==> config.mk <==
export PLATFORM = sky130hd
export DESIGN_NAME = data_memory_be
export DESIGN_NICKNAME = d
export VERILOG_FILES = /design/src/rtl/dmem_pkg.sv /design/src/rtl/dmem_load_align.sv /design/src/rtl/data_memory_be.sv
export SDC_FILE = /design/constraint.sdc
export NUM_CORES = 2
export LEC_CHECK = 0
export CAP_MARGIN = 20
export CORE_MARGIN = 10
export CORE_UTILIZATION = 35
export DETAILED_ROUTE_END_ITERATION = 12
export MAX_ROUTING_LAYER = met4
export SYNTH_ARGS = -nofsm -noshare
export SYNTH_HDL_FRONTEND = slang
export SYNTH_SLANG_ARGS = --single-unit
==> constraint.sdc <==
create_clock -name clk -period 14.55 [get_ports clk]
set_input_delay 2.91 -clock clk [delete_from_list [all_inputs] [get_ports clk]]
set_output_delay 2.91 -clock clk [all_outputs]
set_load 0.02 [all_outputs]
==> src/rtl/dmem_pkg.sv <==
// Shared types and lane-mask helpers for the byte-enabled data memory.
package dmem_pkg;

  typedef enum logic [1:0] {
    MEM_BYTE = 2'b00,
    MEM_HALF = 2'b01,
    MEM_WORD = 2'b10
  } mem_size_e;

  typedef enum logic {
    CLEAR = 1'b0,
    READY = 1'b1
  } dmem_state_e;

  // Lane enable bit k covers word bits [8k+7:8k]; byte offset 0 is lane 3.
  localparam logic [3:0] BE_BYTE = 4'b0001;
  localparam logic [3:0] BE_HALF = 4'b0011;

  // Lane enables for a store of the given size at the given byte offset.
  function automatic logic [3:0] lane_mask(input logic [1:0] size, input logic [1:0] off);
    logic [3:0] m;
    m = 4'b0000;
    case (size)
      MEM_BYTE: m = BE_BYTE << (2'd3 - off);
      MEM_HALF: m = off[1] ? BE_HALF : (BE_HALF << 2);
      MEM_WORD: m = 4'b1111;
      default:  m = 4'b0000;
    endcase
    return m;
  endfunction

endpackage

==> src/rtl/dmem_load_align.sv <==
// Selects the addressed byte/halfword/word from a big-endian memory word and extends it.
module dmem_load_align
  import dmem_pkg::*;
(
  input  logic [31:0] word_i,
  input  logic [1:0]  offset_i,
  input  logic [1:0]  size_i,
  input  logic        unsigned_i,
  output logic [31:0] data_o
);

  logic [7:0]  byte_sel;
  logic [15:0] half_sel;

  // Pick the addressed byte and halfword lanes.
  always_comb begin
    byte_sel = 8'h00;
    case (offset_i)
      2'd0: byte_sel = word_i[31:24];
      2'd1: byte_sel = word_i[23:16];
      2'd2: byte_sel = word_i[15:8];
      default: byte_sel = word_i[7:0];
    endcase
    half_sel = offset_i[1] ? word_i[15:0] : word_i[31:16];
  end

  // Extend to 32 bits; words pass through regardless of the unsigned flag.
  always_comb begin
    data_o = 32'h0;
    case (size_i)
      MEM_BYTE: data_o = {{24{~unsigned_i & byte_sel[7]}}, byte_sel};
      MEM_HALF: data_o = {{16{~unsigned_i & half_sel[15]}}, half_sel};
      MEM_WORD: data_o = word_i;
      default:  data_o = 32'h0;
    endcase
  end

endmodule

==> src/rtl/data_memory_be.sv <==
// Byte-addressable data memory with lane-enabled stores, extended loads,
// access checking and a post-reset sequential clear.
module data_memory_be
  import dmem_pkg::*;
#(
  parameter int DEPTH = 64
) (
  input  logic        clk,
  input  logic        rst,
  input  logic        write_memory,
  input  logic        read_memory,
  input  logic [1:0]  mem_size,
  input  logic        load_unsigned,
  input  logic [31:0] addr_From_Alu_Result,
  input  logic [31:0] write_data,
  output logic [31:0] read_data,
  output logic        misaligned,
  output logic        out_of_range,
  output logic        mem_busy
);

  localparam int AW = $clog2(DEPTH);

  dmem_state_e   state_q;
  logic [AW-1:0] clr_ptr_q;
  logic [31:0]   ram_q [DEPTH];

  logic [AW-1:0] word_idx;
  logic [1:0]    byte_off;
  logic          active;
  logic          mis_raw;
  logic          oor_raw;
  logic          store_en;
  logic [3:0]    lane_en;
  logic [31:0]   wdata_rep;
  logic [31:0]   align_data;

  assign word_idx = addr_From_Alu_Result[AW+1:2];
  assign byte_off = addr_From_Alu_Result[1:0];
  assign active   = read_memory | write_memory;
  assign mem_busy = (state_q == CLEAR);

  // Raw access checks, then gated so they only report on a live access.
  always_comb begin
    oor_raw = |addr_From_Alu_Result[31:AW+2];
    mis_raw = 1'b0;
    case (mem_size)
      MEM_BYTE: mis_raw = 1'b0;
      MEM_HALF: mis_raw = byte_off[0];
      MEM_WORD: mis_raw = |byte_off;
      default:  mis_raw = 1'b1;
    endcase
    misaligned   = active & ~mem_busy & mis_raw;
    out_of_range = active & ~mem_busy & oor_raw;
  end

  // Store qualification and lane placement of right-justified store data.
  always_comb begin
    store_en = write_memory & ~mem_busy & ~mis_raw & ~oor_raw;
    lane_en  = lane_mask(mem_size, byte_off);
    case (mem_size)
      MEM_BYTE: wdata_rep = {4{write_data[7:0]}};
      MEM_HALF: wdata_rep = {2{write_data[15:0]}};
      default:  wdata_rep = write_data;
    endcase
  end

  // Clear FSM: walk every word once after reset, then stay ready.
  always_ff @(posedge clk or negedge rst) begin
    if (!rst) begin
      state_q   <= CLEAR;
      clr_ptr_q <= '0;
    end else if (state_q == CLEAR) begin
      clr_ptr_q <= clr_ptr_q + 1'b1;
      if (clr_ptr_q == AW'(DEPTH - 1)) begin
        state_q <= READY;
      end
    end
  end

  // Storage array: clear writes while busy, lane-enabled stores once ready.
  always_ff @(posedge clk) begin
    if (state_q == CLEAR) begin
      ram_q[clr_ptr_q] <= 32'h0;
    end else if (store_en) begin
      for (int k = 0; k < 4; k++) begin
        if (lane_en[k]) begin
          ram_q[word_idx][8*k +: 8] <= wdata_rep[8*k +: 8];
        end
      end
    end
  end

  dmem_load_align u_align (
    .word_i     (ram_q[word_idx]),
    .offset_i   (byte_off),
    .size_i     (mem_size),
    .unsigned_i (load_unsigned),
    .data_o     (align_data)
  );

  // Loads return zero unless the access is a legal read while ready.
  always_comb begin
    read_data = 32'h0;
    if (read_memory && !mem_busy && !mis_raw && !oor_raw) begin
      read_data = align_data;
    end
  end

endmodule

==> metrics.yaml <==
setup_path:
  cp.required_ns: 11.64
  cpPeakStageDelay_ns: 0.96
  path_buf_inv: 5
  cpMostUsedCell: "buf_4"
  critical_path_peak_fanout: 115
  crit_path_cell_trace: "buf_8 > buf_12 > buf_4 > mux4_2 > a22oi_1 > a31o_1 > o31ai_1 > nor4bb_1 > o21ai_1 > buf_4 > nand3_1 > clkdlybuf4s50_1"
  crit_path_start_kind: "input pin"
  critPathKind: "input pin to output port"
  critPathCaptureType: "output port"
  critPathTopFamily: "buffers and inverters"
  worstPathArrival_ns: 8.24
  critPathSlowestCell: "o21ai_1"
sta:
  relSlewSlack_pct: 17.6
  finalSetupViolations: 0
  rsz0062_at_grt: "no"
  slew_violations: 0
  tightestPinTransition_ns: 1.23
  fin_crit_ns: 11.15
  clock_skew_ns: 0.0435
  max_freq_mhz: 89.7
  tns_ns: 0
  finalCritPeriodShare_pct: 76.6
  hold_viol: 0
synthesis:
  yosysUniqueCellTypes: 63
  synth_edf_count: 2048
  post_synth.cell_area_avg_um2: 21.8
  async_reset_ff_share_pct: 0.341
  yosysWarnings: 0
  synthCells: 3716
  synth_area_leader_cell: "edfxtp_1"
  synth_area_um2: 81000
  synth-seq-cells: 2055
  synth_seq_area_share_pct: 76.2
  synth_area_leaders: "edfxtp_1, mux4_2, mux2i_1"
  synthFlopType: "edfxtp_1"
  syn_nets: 3788
  yosysTopAreaCellShare_pct: 75.9
clock_tree:
  cts_made_buffers: 204
  htreeDepth: 4
  cts.sinks: 2055
  post_cts_buffers: 0
  cts_tree: "yes"
  clkTransAtPathRegs_ns: 0.06
  post_cts_resized: 0
  clockBufferDepth: 3
  hold_buffers: 0
  clockRootBuffer: "clkbuf_16"
  clkLatencyLatePin_ns: 0.84
global_route:
  grt_antenna_before_repair: 7
  grt_pass1_wl_um: 296000
  grt_max_degree: 116
  overflow: 0
  grt_use_total_pct: 16.7
  grt_pass1_vias: 39500
detailed_routing:
  viasPerCell: 5.45
  ant_nets: 0
  drt_iter0_markers: 4636
  drc_errors: 0
  drt_first_pass_iters: 5
  route.vias.total: 38700
  avgRoutedWirePerCell_um: 29.1
  wl_um: 207000
cells_and_area:
  syn2layout_area_growth_pct: 14.0
  mostFrequentLayoutCells: "edfxtp_1, mux4_2, nor2_1"
  drive_gt1_share_pct: 25.0
  utilization_pct: 40.1
  fin_nets: 3984
  layout_commonest_cell: "edfxtp_1"
  nFillCells: 20100
pwr:
  swShare_pct: 20.2
  p_sw_mw: 2.40
  leakagePower_nw: 23.1
  seqPwrFrac_pct: 54.0
  power_density_nw_per_um2: 129
  ir_drop_uv: 140
  p_comb_share_pct: 2.6
  clkPwrFrac_pct: 43.5
  p_int_mw: 9.48
placement:
  io_buffers: 105
  dp_hpwl_um: 128000
  gp_congestion: 0.945
status:
  status: "finished, final reports clean"
floorplan:
  dieWidth_um: 501
  coreArea_um2: 230000
  die_h_um: 501
  io_pins: 106
  dieArea_um2: 251000
  fp-row-count: 176
  start_util_pct: 35.2
hold_path:
  hold_path_class: "flop to flop"
job:
  cap_viol_max_count: 0
==> cell usage after synthesis, drive strengths merged (6+ instances only) <==
cell type,instances
edfxtp,2048
mux4,584
nor2,306
mux2i,142
buf,122
nand2,116
clkbuf,92
a21oi,52
a22oi,41
nand3,38
o21ai,26
and2,10
nor3,9
nor2b,8
o211ai,8
a221o,7
dfrtp,7
nand4,7
nor4,7
or3,7
inv,6
mux2,6
o31ai,6
==> worst register-to-register path, cell delays in order, from the launching register on <==
cell and delay, ns:
dfrtp_1 0.32, buf_4 0.26, o21ai_0 0.14, nor3_1 0.16, buf_4 0.25, nand3_4 0.23, buf_4 0.44, o21ai_1 0.81
nand2_1 0.56, nor2_1 0.82
==> cell families (layout without fill, tap and decap cells) <==
group / count (synthesis) / in the layout / share of synthesized area [%]
DFF: 2055 / 2055 / 76.2
muxes: 732 / 732 / 18.1
and+or+nand+nor: 530 / 530 / 2.74
buffers and inverters: 220 / 583 / 1.51
AOI/OAI and AO/OA: 173 / 173 / 1.42
xor gates and xnor gates: 5 / 5 / 0.0541
adders and majority gates: 1 / 1 / 0.0154
other: 0 / 1 / 0
==> routing by layer <==
metal | vias up | GRT usage (%) | wire, um
li1 | 16000 | - | -
met1 | 20900 | 21.8 | 83900
met2 | 1476 | 25.9 | 99800
met3 | 378 | 2.90 | 13400
met4 | 0 | 7.06 | 9830
met5 | - | - | 0
==> state kept, by name (all words and copies together) (netlist names) <==
signal,flops
ram_q,2048
clr_ptr_q,6
state_q,1
==> power groups by stage <==
stage          combinational, mW  sequential (mW)  clock (mW)
3_3_place_gp               0.306             6.53           0
6_report                   0.304             6.41        5.16
2_1_floorplan              0.197             6.53           0
4_1_cts                    0.307             6.41        5.24
5_1_grt                    0.319             6.40        5.48
3_5_place_dp               0.306             6.53           0
==> cell type report <==
cell class / instances / area, um^2 / area share [%]
diodes: 1 / 2.50 / 0.00271
clock buffers: 255 / 5380 / 5.83
flip-flops and latches: 2055 / 61700 / 66.8
well taps: 3026 / 3790 / 4.10
repair buffers: 204 / 1950 / 2.11
inverters: 6 / 30.0 / 0.0325
clock inverters: 118 / 1160 / 1.25
multi-input cells: 1441 / 18400 / 19.9
==> through the flow <==
step / std cells / hold WS (ns) / setup WS, ns / area [um^2] / power, mW
floorplan: 3716 / 0.510 / 5.88 / 81000 / 6.73
global placement: 6722 / 0.552 / 3.61 / 85700 / 6.84
detailed placement: 6730 / 0.568 / 3.62 / 85800 / 6.84
CTS: 7103 / 0.568 / 3.62 / 92300 / 12.0
global route: 7105 / 0.601 / 3.23 / 92300 / 12.2
finish: 7106 / 0.576 / 3.40 / 92300 / 11.9
==> path summary, 6_finish.rpt <==
kind | slack (ns) | from | cells past startpoint | to
setup / recovery | 3.40 | addr_From_Alu_Result[3] | 12 | read_data[22]
hold / removal | 0.58 | clr_ptr_q[0] | 1 | clr_ptr_q[0]
min in group asynchronous | 2.35 | rst | 1 | state_q
hold reg to reg | 0.58 | clr_ptr_q[0] | 1 | clr_ptr_q[0]
setup reg to reg | 10.17 | state_q | 9 | ram_q[17][28]
max in group asynchronous | 11.93 | rst | 1 | clr_ptr_q[2]
Note: power is estimated with default switching activity, not from simulation.
